[config.mk]
export PLATFORM = sky130hd
export DESIGN_NAME = frame_scheduler
export DESIGN_NICKNAME = d
export VERILOG_FILES = /design/src/rtl/frame_scheduler_pkg.sv /design/src/rtl/frame_rr_arbiter.sv /design/src/rtl/frame_scheduler.sv
export SDC_FILE = /design/constraint.sdc
export NUM_CORES = 1
export LEC_CHECK = 0
export CAP_MARGIN = 10
export CORE_MARGIN = 4
export CORE_UTILIZATION = 25
export DETAILED_ROUTE_END_ITERATION = 6
export PLACE_DENSITY = 0.4
export SETUP_SLACK_MARGIN = 0.5
export SLEW_MARGIN = 15
export SYNTH_ARGS = -nofsm -noshare
export SYNTH_HDL_FRONTEND = slang
export SYNTH_HIERARCHICAL = 1
export SYNTH_SLANG_ARGS = --single-unit
export TNS_END_PERCENT = 100
[constraint.sdc]
create_clock -name clk -period 15.9 [get_ports clk]
set_input_delay 3.18 -clock clk [delete_from_list [all_inputs] [get_ports clk]]
set_output_delay 3.18 -clock clk [all_outputs]
set_load 0.02 [all_outputs]
[src/rtl/frame_scheduler_pkg.sv]
`default_nettype none
// +----------------------------------------------------------------------+
// | Module      : frame_scheduler_pkg                                    |
// | Description : Shared types and constants for the frame scheduler.    |
// | Revision    : 1.0 - initial release                                  |
// +----------------------------------------------------------------------+
package frame_scheduler_pkg;

  localparam int SIZE_W  = 12;  // image width/height field
  localparam int COUNT_W = 24;  // pixel count; holds 4095*4095

  typedef enum logic [2:0] {
    S_IDLE   = 3'd0,
    S_LAUNCH = 3'd1,
    S_RUN    = 3'd2,
    S_GAP    = 3'd3,
    S_REJECT = 3'd4
  } state_e;

  localparam logic [1:0] ST_OK      = 2'b00;
  localparam logic [1:0] ST_SIZE    = 2'b01;
  localparam logic [1:0] ST_TIMEOUT = 2'b10;

endpackage
`default_nettype wire

[src/rtl/frame_rr_arbiter.sv]
`default_nettype none
// +----------------------------------------------------------------------+
// | Module      : frame_rr_arbiter                                       |
// | Description : 2-way round-robin arbiter; priority flips to the       |
// |               requester not granted last whenever advance_i is set.  |
// | Revision    : 1.0 - initial release                                  |
// +----------------------------------------------------------------------+
module frame_rr_arbiter (
  input  logic       clk,
  input  logic       rst,
  input  logic [1:0] req_i,
  input  logic       advance_i,
  output logic [1:0] grant_o
);

  // prio_q names the requester that wins on contention; 0 after reset
  logic prio_q;
  logic prio_d;

  // Grant the lone requester, or the priority holder when both ask
  always_comb begin
    grant_o = req_i;
    if (req_i == 2'b11) begin
      grant_o = prio_q ? 2'b10 : 2'b01;
    end
    prio_d = prio_q;
    if (advance_i && (grant_o != 2'b00)) begin
      prio_d = ~grant_o[1];
    end
  end

  // Priority register
  always_ff @(posedge clk or negedge rst) begin
    if (!rst) begin
      prio_q <= 1'b0;
    end else begin
      prio_q <= prio_d;
    end
  end

endmodule
`default_nettype wire

[src/rtl/frame_scheduler.sv]
`default_nettype none
// +----------------------------------------------------------------------+
// | Module      : frame_scheduler                                        |
// | Description : Accepts frame jobs from two requesters, launches the   |
// |               filter, counts output pixels, reports completion and   |
// |               enforces an idle gap between frames.                   |
// | Revision    : 1.0 - initial release                                  |
// +----------------------------------------------------------------------+
module frame_scheduler
  import frame_scheduler_pkg::*;
#(
  parameter int MIN_SIZE = 2,
  parameter int GAP      = 4,
  parameter int TIMEOUT  = 4096
) (
  input  logic              clk,
  input  logic              rst,
  input  logic [1:0]        req_valid,
  output logic [1:0]        req_ready,
  input  logic [SIZE_W-1:0] req0_size_x,
  input  logic [SIZE_W-1:0] req0_size_y,
  input  logic [SIZE_W-1:0] req1_size_x,
  input  logic [SIZE_W-1:0] req1_size_y,
  output logic              start,
  output logic [SIZE_W-1:0] size_x,
  output logic [SIZE_W-1:0] size_y,
  input  logic              pixel_valid,
  output logic              busy,
  output logic              done_valid,
  output logic              done_id,
  output logic [1:0]        done_status
);

  localparam int TMO_W = $clog2(TIMEOUT + 1);
  localparam int GAP_W = (GAP > 1) ? $clog2(GAP + 1) : 1;

  state_e             state_q, state_d;
  logic [SIZE_W-1:0]  size_x_q, size_x_d;
  logic [SIZE_W-1:0]  size_y_q, size_y_d;
  logic               id_q, id_d;
  logic [COUNT_W-1:0] total_q, total_d;
  logic [COUNT_W-1:0] count_q, count_d;
  logic [TMO_W-1:0]   tmo_q, tmo_d;
  logic [GAP_W-1:0]   gap_q, gap_d;
  logic               done_valid_q, done_valid_d;
  logic               done_id_q, done_id_d;
  logic [1:0]         done_status_q, done_status_d;

  logic [1:0]         w_req;
  logic [1:0]         w_grant;
  logic               w_accept;
  logic               w_sel;
  logic [SIZE_W-1:0]  w_sel_x;
  logic [SIZE_W-1:0]  w_sel_y;
  logic               w_reject;
  logic [TMO_W-1:0]   w_tmo_inc;

  // Requests are only visible to the arbiter while idle
  assign w_req    = (state_q == S_IDLE) ? req_valid : 2'b00;
  assign w_accept = |w_grant;
  assign w_sel    = w_grant[1];
  assign w_sel_x  = w_sel ? req1_size_x : req0_size_x;
  assign w_sel_y  = w_sel ? req1_size_y : req0_size_y;
  assign w_reject = (w_sel_x < SIZE_W'(MIN_SIZE)) || (w_sel_y < SIZE_W'(MIN_SIZE));
  assign w_tmo_inc = tmo_q + TMO_W'(1);

  frame_rr_arbiter u_arb (
    .clk       (clk),
    .rst       (rst),
    .req_i     (w_req),
    .advance_i (w_accept),
    .grant_o   (w_grant)
  );

  // Next-state and datapath updates; start is decoded from LAUNCH
  always_comb begin
    state_d       = state_q;
    size_x_d      = size_x_q;
    size_y_d      = size_y_q;
    id_d          = id_q;
    total_d       = total_q;
    count_d       = count_q;
    tmo_d         = tmo_q;
    gap_d         = gap_q;
    done_valid_d  = 1'b0;
    done_id_d     = done_id_q;
    done_status_d = done_status_q;
    start         = 1'b0;
    case (state_q)
      S_IDLE: begin
        if (w_accept) begin
          id_d = w_sel;
          if (w_reject) begin
            // Rejected jobs leave the filter configuration untouched
            state_d       = S_REJECT;
            done_valid_d  = 1'b1;
            done_id_d     = w_sel;
            done_status_d = ST_SIZE;
          end else begin
            size_x_d = w_sel_x;
            size_y_d = w_sel_y;
            state_d  = S_LAUNCH;
          end
        end
      end
      S_LAUNCH: begin
        start   = 1'b1;
        total_d = COUNT_W'(size_x_q) * COUNT_W'(size_y_q);
        count_d = '0;
        tmo_d   = '0;
        state_d = S_RUN;
      end
      S_RUN: begin
        if (pixel_valid) begin
          // The last pixel takes precedence over a coincident timeout
          count_d = count_q + COUNT_W'(1);
          tmo_d   = '0;
          if (count_q == total_q - COUNT_W'(1)) begin
            state_d       = S_GAP;
            gap_d         = GAP_W'(GAP - 1);
            done_valid_d  = 1'b1;
            done_id_d     = id_q;
            done_status_d = ST_OK;
          end
        end else begin
          tmo_d = w_tmo_inc;
          if (w_tmo_inc == TMO_W'(TIMEOUT)) begin
            state_d       = S_GAP;
            gap_d         = GAP_W'(GAP - 1);
            done_valid_d  = 1'b1;
            done_id_d     = id_q;
            done_status_d = ST_TIMEOUT;
          end
        end
      end
      S_GAP: begin
        if (gap_q == '0) begin
          state_d = S_IDLE;
        end else begin
          gap_d = gap_q - GAP_W'(1);
        end
      end
      S_REJECT: begin
        state_d = S_IDLE;
      end
      default: begin
        state_d = S_IDLE;
      end
    endcase
  end

  // State and datapath registers
  always_ff @(posedge clk or negedge rst) begin
    if (!rst) begin
      state_q       <= S_IDLE;
      size_x_q      <= '0;
      size_y_q      <= '0;
      id_q          <= 1'b0;
      total_q       <= '0;
      count_q       <= '0;
      tmo_q         <= '0;
      gap_q         <= '0;
      done_valid_q  <= 1'b0;
      done_id_q     <= 1'b0;
      done_status_q <= ST_OK;
    end else begin
      state_q       <= state_d;
      size_x_q      <= size_x_d;
      size_y_q      <= size_y_d;
      id_q          <= id_d;
      total_q       <= total_d;
      count_q       <= count_d;
      tmo_q         <= tmo_d;
      gap_q         <= gap_d;
      done_valid_q  <= done_valid_d;
      done_id_q     <= done_id_d;
      done_status_q <= done_status_d;
    end
  end

  // req_ready is forced low while reset is held
  assign req_ready   = w_grant & {2{rst}};
  assign size_x      = size_x_q;
  assign size_y      = size_y_q;
  assign busy        = (state_q != S_IDLE);
  assign done_valid  = done_valid_q;
  assign done_id     = done_id_q;
  assign done_status = done_status_q;

endmodule
`default_nettype wire
==> results.yml, run 1 <==
cts:
  post_cts_buffers: 0
  root_buffer: "clkbuf_16"
  clkTransAtPathRegs_ns: 0.06
  cts_tree: "yes"
  clock_latency_ns: 0.36
  postCtsHoldBufs: 0
  clockBufferDepth: 2
  clock-sinks: 97
  ctsResizeCount: 0
  cts_inserted_buffers: 9
  htree_levels: 3
yosys:
  synthArstFlopShare_pct: 100.0
  synthDistinctLibCells: 78
  syn_nets: 1423
  postSynthCellCount: 1203
  ys.flop_type: "dfrtp_1"
  synth_seq_cells: 97
  synth_area_um2: 10460
  ys_warn_count: 6
  synth-edff-count: 0
  yosysSeqAreaShare_pct: 23.22
  avgSynthCellArea_um2: 8.691
layout:
  nets: 1468
  fill_cells: 4438
  antennaDiodeCount: 0
  drive_gt1_share_pct: 3.594
  syn_to_final_growth_pct: 15.32
outcome:
  status: "finished clean"
timing:
  final_max_slew_viol_count: 0
  hold_viol_final: 0
  period_share_pct: 51.50
  period_needed_ns: 8.188
  worst_pin_slew_ns: 0.9808
  max_freq_mhz: 122.1
  rsz0062_at_grt: "no"
  finalClockSkew_ns: 0.009831
  tns_ns: 0
  setup_viol: 0
  relSlewSlack_pct: 34.45
drt:
  met3WireLength_um: 791
  maxUsedRoutingLayer: "met4"
  wl_met1_mm: 14.74
  route.detailed.drc: 0
  drt_iter0_drc: 426
  met2_length_mm: 12.59
  ant_nets: 0
  num_vias: 8193
  post_drt_wl_per_cell_um: 15.93
  drt_wl_total_mm: 28.41
  viasPerCell: 4.592
  drtPass1Iterations: 4
grt:
  grt_max_degree: 62
  grt_pass1_wl_mm: 47.09
  grt_pass1_vias: 8453
  overflow: 0
  grt_usage_pct: 12.99
  antenna_found_initial: 0
floorplan:
  pin_count: 85
  core_um2: 41110
  die_x_um: 212.5
  num_rows: 74
  die_y_um: 212.5
  dieArea_um2: 45160
  start_util_pct: 25.43
worst_setup_path:
  crit_arrival_ns: 5.01
  reg2reg_slack_ns: 9.87
  critPathKind: "in2out"
  startpoint_type: "input port"
  required_ns: 12.72
  path_max_fanout: 3
  cp-end-kind: "primary output"
job:
  cap_violations: 0
placement:
  gp_congestion: 0.7473
  dp_hpwl_mm: 21.77
  port_buffers: 84
min_path:
  holdCritPathClass: "reg2reg"
## cells in the mapped netlist, types with 6 or more instances
master / number / area, µm²
inv_1: 147 / 551.8
nand2_1: 147 / 551.8
fa_1: 100 / 2002
dfrtp_1: 97 / 2427
nor2_1: 81 / 304.0
and2_1: 77 / 481.7
ha_1: 67 / 838.3
o21ai_0: 65 / 325.3
a21oi_1: 50 / 250.2
clkbuf_1: 49 / 183.9
xor2_1: 35 / 306.5
mux2i_1: 26 / 260.3
xnor2_1: 25 / 219.0
nand3_1: 20 / 100.1
nand2b_1: 15 / 93.84
nand4_1: 15 / 93.84
and3_1: 13 / 81.33
nor3_1: 13 / 65.06
or3_1: 12 / 75.07
a211oi_1: 10 / 75.07
nor4_1: 10 / 62.56
nand3b_1: 8 / 60.06
or4_1: 8 / 60.06
a21o_1: 7 / 52.55
a31oi_1: 7 / 43.79
o31ai_1: 6 / 45.04
## worst paths after layout
check                           depth (start not counted)                      end                   from
worst min register to register                          1     gap_q[1]$_DFFE_PN0P_   gap_q[1]$_DFFE_PN0P_
worst max register to register                         19  total_q[23]$_DFFE_PN0P_  size_y[8]$_DFFE_PN0P_
max in group asynchronous                               2   total_q[0]$_DFFE_PN0P_                    rst
worst min-delay path                                    1     gap_q[1]$_DFFE_PN0P_   gap_q[1]$_DFFE_PN0P_
worst max-delay path                                    5             req_ready[0]           req_valid[0]
min in group asynchronous                               1   count_q[9]$_DFFE_PN0P_                    rst
## layout make-up
cell class	count	area [µm²]	area share, %
flip-flops and latches	97	2427	20.13
well taps	532	665.6	5.521
multi-input cells	902	7243	60.08
clock inverters	4	28.78	0.2387
inverters	148	555.5	4.608
clock buffers	11	252.7	2.096
repair buffers	90	883.3	7.327
## kinds of logic (layout without fill, tap and decap cells)
| group | count (synthesis) | count (layout) | share of synthesized area (%) |
|---|---|---|---|
| XOR/XNOR | 61 | 61 | 5.182 |
| AO/OA/AOI/OAI | 190 | 190 | 11.43 |
| AND/OR/NAND/NOR | 457 | 457 | 22.73 |
| flip-flops | 97 | 97 | 23.22 |
| multiplexers | 27 | 27 | 2.597 |
| adder cells (fa/ha/maj) | 167 | 167 | 27.17 |
| buffers and inverters | 204 | 253 | 7.683 |
## flip-flops by register name, indices dropped and copies added, names as in the netlist
register and count:
count_q 24, size_x 12, size_y 12, u_arb/prio_q 1
total_q 24, tmo_q 13, state_q 3, id_q 1
done_id 1, gap_q 3, done_valid 1, done_status 2
## critical path, stage by stage
cell and delay [ns]:
clkdlybuf4s50_1 0.46, and2_1 0.21, a21boi_0 0.37, and2_1 0.19
clkdlybuf4s50_1 0.60
## placed cells by master, fill, tap and decap left out, types with 50 or more instances in the layout
cell | Yosys | layout
fa_1 | 100 | 100
inv_1 | 147 | 147
dfrtp_1 | 97 | 97
and2_1 | 77 | 77
a21oi_1 | 50 | 50
ha_1 | 67 | 67
nand2_1 | 147 | 147
o21ai_0 | 65 | 65
clkdlybuf4s50_1 | 0 | 83
nor2_1 | 81 | 80
## metal layers
layer | up-vias | global-route usage, %
li1 | 4074 | -
met4 | 0 | 2.288
met5 | - | 0
met2 | 98 | 20.26
met3 | 15 | 2.317
met1 | 4006 | 19.12
## metrics by stage
stage	utilization, %	cell area (µm²)	instances	hold WS [ns]	setup WS [ns]
2_1_floorplan	-	10460	1203	0.4672	7.967
3_3_place_gp	28.64	11780	1769	0.4923	7.809
3_5_place_dp	28.64	11780	1769	0.4965	7.721
4_1_cts	29.33	12060	1784	0.5118	7.720
5_1_grt	29.33	12060	1784	0.5451	7.636
6_report	29.33	12060	1784	0.5055	7.712
Power of run 1 is left out: the tool's default activity adds up to more than one toggle a clock period on the data nets, which glitch-free logic cannot reach.
==> run 2: changes to the inputs <==
Settings changed: PLACE_DENSITY 0.4 to 0.41.
Clock period 15.9 ns to 7.5 ns, I/O delays scaled along.
==> run 2 against run 1 <==
Against the previous run: wire length up 4.9%; critical endpoint is now total_q[23]$_DFFE_PN0P_; non-clock buffer count up 1; critical path depth up 13; sequential share of layout area about the same; worst setup slack worse by 6.1 ns; via count up 0.34%; sequential cell count unchanged; register-to-register slack worse by 8.3 ns; final cell count up 0.11%.
==> results.yml, run 2 (same netlist as run 1, synthesis figures left out) <==
timing:
  relSlewSlack_pct: 35.81
  max_freq_mhz: 169.7
  tns_ns: 0
  finalClockSkew_ns: 0.01802
  setup_viol: 0
  finalHoldWorstSlack_ns: 0.5203
  period_needed_ns: 5.892
  rsz0062_at_grt: "no"
  period_share_pct: 78.57
  hold_viol_final: 0
  final_max_slew_viol_count: 0
  worst_pin_slew_ns: 0.9606
layout:
  multi_input_area_um2: 7243
  nets: 1469
  fill_cells: 4398
  regArea_um2: 2427
  drive_gt1_share_pct: 3.748
  syn_to_final_growth_pct: 15.52
  final_cell_mix: "147 x inv_1, 147 x nand2_1, 100 x fa_1, 97 x dfrtp_1, 83 x clkdlybuf4s50_1"
  reg.largest.list: "count_q (24), total_q (24), tmo_q (13)"
  antennaDiodeCount: 0
  stdcell_count: 1786
floorplan:
  die_y_um: 212.5
  die_x_um: 212.5
  start_util_pct: 25.43
  pin_count: 85
  core_um2: 41110
  dieArea_um2: 45160
  num_rows: 74
grt:
  grt_pass1_wl_mm: 48.76
  antenna_found_initial: 0
  grt_pass1_vias: 8623
  grt_max_degree: 55
  grt_usage_pct: 13.52
  overflow: 0
cts:
  root_buffer: "clkbuf_16"
  clkTransAtPathRegs_ns: 0.08
  postCtsHoldBufs: 0
  clock_latency_ns: 0.37
  post_cts_buffers: 0
  cts_inserted_buffers: 9
  htree_levels: 3
  clock-sinks: 97
  cts_tree: "yes"
  clockBufferDepth: 2
  ctsResizeCount: 0
outcome:
  status: "finished clean"
placement:
  port_buffers: 84
  dp_hpwl_mm: 23.33
  dp.cells: 1770
  gp_congestion: 0.8493
drt:
  drtPass1Iterations: 6
  post_drt_wl_per_cell_um: 16.68
  num_vias: 8221
  viasPerCell: 4.603
  route.detailed.drc: 0
  drt_wl_total_mm: 29.80
  ant_nets: 0
  drt_iter0_drc: 312
min_path:
  min_from: "gap_q[1]$_DFFE_PN0P_"
  holdCritPathClass: "reg2reg"
job:
  cap_violations: 0
worst_setup_path:
  startpoint_type: "register"
  r2r-start: "size_x[0]$_DFFE_PN0P_"
  critPathKind: "reg2reg"
  crit_path_start: "size_x[0]$_DFFE_PN0P_"
  required_ns: 7.74
  crit_arrival_ns: 6.13
  path_max_fanout: 14
  cp-end-kind: "register"
==> run 2: path summary, 6_finish.rpt <==
| kind | end | depth (start not counted) | slack (ns) |
|---|---|---|---|
| min | gap_q[1]$_DFFE_PN0P_ | 1 | 0.52 |
| max in group asynchronous | count_q[20]$_DFFE_PN0P_ | 2 | 5.08 |
| min in group asynchronous | count_q[3]$_DFFE_PN0P_ | 1 | 1.14 |
| max | total_q[23]$_DFFE_PN0P_ | 18 | 1.61 |
| max reg2reg | total_q[23]$_DFFE_PN0P_ | 18 | 1.61 |
| min reg2reg | gap_q[1]$_DFFE_PN0P_ | 1 | 0.52 |
==> run 2: cell type report <==
cell class,count,area share [%]
repair buffers,91,7.376
clock inverters,7,0.5801
flip-flops and latches,97,20.10
multi-input cells,902,59.97
clock buffers,9,1.865
inverters,148,4.600
well taps,532,5.511
==> run 2: metrics by stage <==
| stage | setup WS [ns] | area [µm²] | util [%] |
|---|---|---|---|
| final | 1.608 | 12080 | 29.38 |
| after global routing | 1.259 | 12080 | 29.38 |
| after CTS | 1.543 | 12080 | 29.38 |
| after detailed placement | 1.553 | 11780 | 28.66 |
| after global placement | 1.662 | 11780 | 28.66 |
| after floorplan | 1.988 | 10460 | - |
==> run 2: critical path, cell delays in order (launching register included) <==
cell,delay [ns]
dfrtp_1,0.69
nand2_1,0.16
fa_1,0.53
fa_1,0.55
inv_1,0.06
fa_1,0.50
fa_1,0.54
inv_1,0.05
fa_1,0.53
inv_1,0.04
ha_1,0.35
a21o_1,0.18
a21oi_1,0.17
a21oi_1,0.08
a311oi_1,0.47
o21ai_0,0.31
a41oi_1,0.31
xnor2_1,0.15
o21ai_0,0.09
==> run 2: layer usage <==
| layer | GRT usage [%] | vias up | part of all wire [%] |
|---|---|---|---|
| met5 | 0 | - | 0 |
| met4 | 2.777 | 0 | 1.6 |
| met3 | 2.449 | 26 | 3.3 |
| met2 | 21.53 | 118 | 45 |
| met1 | 19.35 | 4000 | 50 |
| li1 | - | 4077 | - |
Power of run 2 is left out for the same reason.
==> run 3: changes to the inputs <==
Settings changed: PLACE_DENSITY 0.41 to 0.4.
Clock period 7.5 ns to 5.7 ns, I/O delays scaled along.
==> run 3 against run 2 <==
Against the previous run: count of clock-buffer cells in the layout increased by 1; register-to-register slack got worse by 0.94 ns; sequential cell count unchanged; first-iteration DRC count increased by 15%.
==> results.yml, run 3 (same netlist as run 1, synthesis figures left out) <==
cts:
  clock-sinks: 97
  cts_inserted_buffers: 9
  htree_levels: 3
  clockBufferDepth: 2
  root_buffer: "clkbuf_16"
  cts_tree: "yes"
  clkTransAtPathRegs_ns: 0.07
  postCtsHoldBufs: 0
  clock_latency_ns: 0.37
grt:
  grt_pass1_wl_mm: 48.92
  grt_max_degree: 49
  antenna_found_initial: 0
  overflow: 0
  grt_pass1_vias: 8744
  grt_usage_pct: 13.62
worst_setup_path:
  critical-path-max-stage-delay_ns: 0.52
  startpoint_type: "register"
  cp_common_cell: "fa_1"
  required_ns: 6.00
  path_max_fanout: 8
  r2r-end: "total_q[21]$_DFFE_PN0P_"
  path_depth: 20
  crit_arrival_ns: 5.34
  critPathKind: "reg2reg"
  critPathTopFamily: "adder cells"
  crit_buf_inv: 5
  reg2reg_slack_ns: 0.66
  worstPathCellList: "and2_4, fa_1, inv_1, fa_1, inv_1, fa_1, fa_1, inv_1, fa_1, inv_2, ha_4, a21o_1, a21oi_2, a21oi_1, a311oi_2, buf_4, o21ai_4, a21oi_2, or4b_4, nand3_2"
  reg2regPathDepth: 20
  cp_slowest_cell: "fa_1"
  cp-end-kind: "register"
  r2r-start: "size_y[8]$_DFFE_PN0P_"
layout:
  drive_gt1_share_pct: 11.46
  multi_input_area_um2: 7390
  syn_to_final_growth_pct: 22.48
  final_cell_mix: "147 x nand2_1, 146 x inv_1, 100 x fa_1, 83 x clkdlybuf4s50_1, 80 x nor2_1"
  reg.largest.list: "count_q (24), total_q (24), tmo_q (13)"
  regArea_um2: 2452
  antennaDiodeCount: 0
  nets: 1534
  fill_cells: 4398
  layout_commonest_cell: "nand2_1"
timing:
  final_max_slew_viol_count: 0
  max_freq_mhz: 198.6
  worst_pin_slew_ns: 0.6593
  relSlewSlack_pct: 55.64
  finalClockSkew_ns: 0.01350
  hold_viol_final: 0
  tns_ns: 0
  rsz0062_at_grt: "yes"
  setup_viol: 0
  period_needed_ns: 5.036
  period_share_pct: 88.36
floorplan:
  die_y_um: 212.5
  core_um2: 41110
  die_x_um: 212.5
  pin_count: 85
  num_rows: 74
  dieArea_um2: 45160
  start_util_pct: 25.43
min_path:
  holdCritPathClass: "reg2reg"
  min_from: "u_arb/prio_q$_DFFE_PN0P_"
  hold_path_depth: 1
  worst_hold_path.endpoint: "u_arb/prio_q$_DFFE_PN0P_"
drt:
  post_drt_wl_per_cell_um: 16.47
  viasPerCell: 4.595
  drtPass1Iterations: 5
  drt_wl_total_mm: 30.47
  route.detailed.drc: 0
  drt_iter0_drc: 359
  ant_nets: 0
  num_vias: 8500
placement:
  port_buffers: 84
  dp_hpwl_mm: 23.57
  gp_congestion: 0.7738
job:
  cap_violations: 0
outcome:
  status: "finished clean"
[run 3: cell count changes in the layout (fill, tap and decap cells not counted), sizes merged]
cell      before  now
buf            8   73
bufinv         0    2
clkbuf         9   10
clkinvlp       1    0
inv          151  148
[run 3: what timing repair did]
action                     4_1_cts  5_1_grt
resized for setup               25       23
buffers inserted                36       12
pin swaps                        6       17
setup endpoints to repair        8        8
[run 3: how the worst max path moves through the flow]
stage | start | to | slack (ns)
floorplan | size_y[7]$_DFFE_PN0P_ | total_q[21]$_DFFE_PN0P_ | 0.51
detailed placement | size_y[8]$_DFFE_PN0P_ | total_q[23]$_DFFE_PN0P_ | 0.19
global placement | size_y[8]$_DFFE_PN0P_ | total_q[23]$_DFFE_PN0P_ | 0.26
finish | size_y[8]$_DFFE_PN0P_ | total_q[21]$_DFFE_PN0P_ | 0.66
global route | size_x[3]$_DFFE_PN0P_ | total_q[23]$_DFFE_PN0P_ | 0.47
CTS | size_x[6]$_DFFE_PN0P_ | total_q[23]$_DFFE_PN0P_ | 0.49
[run 3: routing by layer]
layer / wire length, µm / GRT usage, % / vias up / share of wire (%)
met5: 0 / 0 / - / 0
met4: 525 / 2.732 / 0 / 1.7
met3: 908 / 2.420 / 31 / 3.0
met2: 13860 / 21.39 / 122 / 45
met1: 15180 / 19.80 / 4148 / 50
li1: - / - / 4199 / -
[run 3: final cells by class]
type,instances,area share [%]
tap,532,5.198
sequential,97,19.15
inverter,148,4.338
clock buffer,10,1.866
clock inverter,5,0.6938
multi-input combinational,902,57.71
timing repair buffer,156,11.04
[run 3: per-stage QoR]
stage          area, µm²  std cells  hold slack (ns)  utilization, %  setup WS [ns]
2_1_floorplan      10510       1203           0.4672               -         0.5121
3_3_place_gp       11930       1787           0.4925           29.03         0.2550
3_5_place_dp       11930       1787           0.4943           29.03         0.1924
4_1_cts            12630       1838           0.5032           30.73         0.4908
5_1_grt            12800       1850           0.5323           31.15         0.4741
6_report           12800       1850           0.5020           31.15         0.6635
Power of run 3 is left out for the same reason.
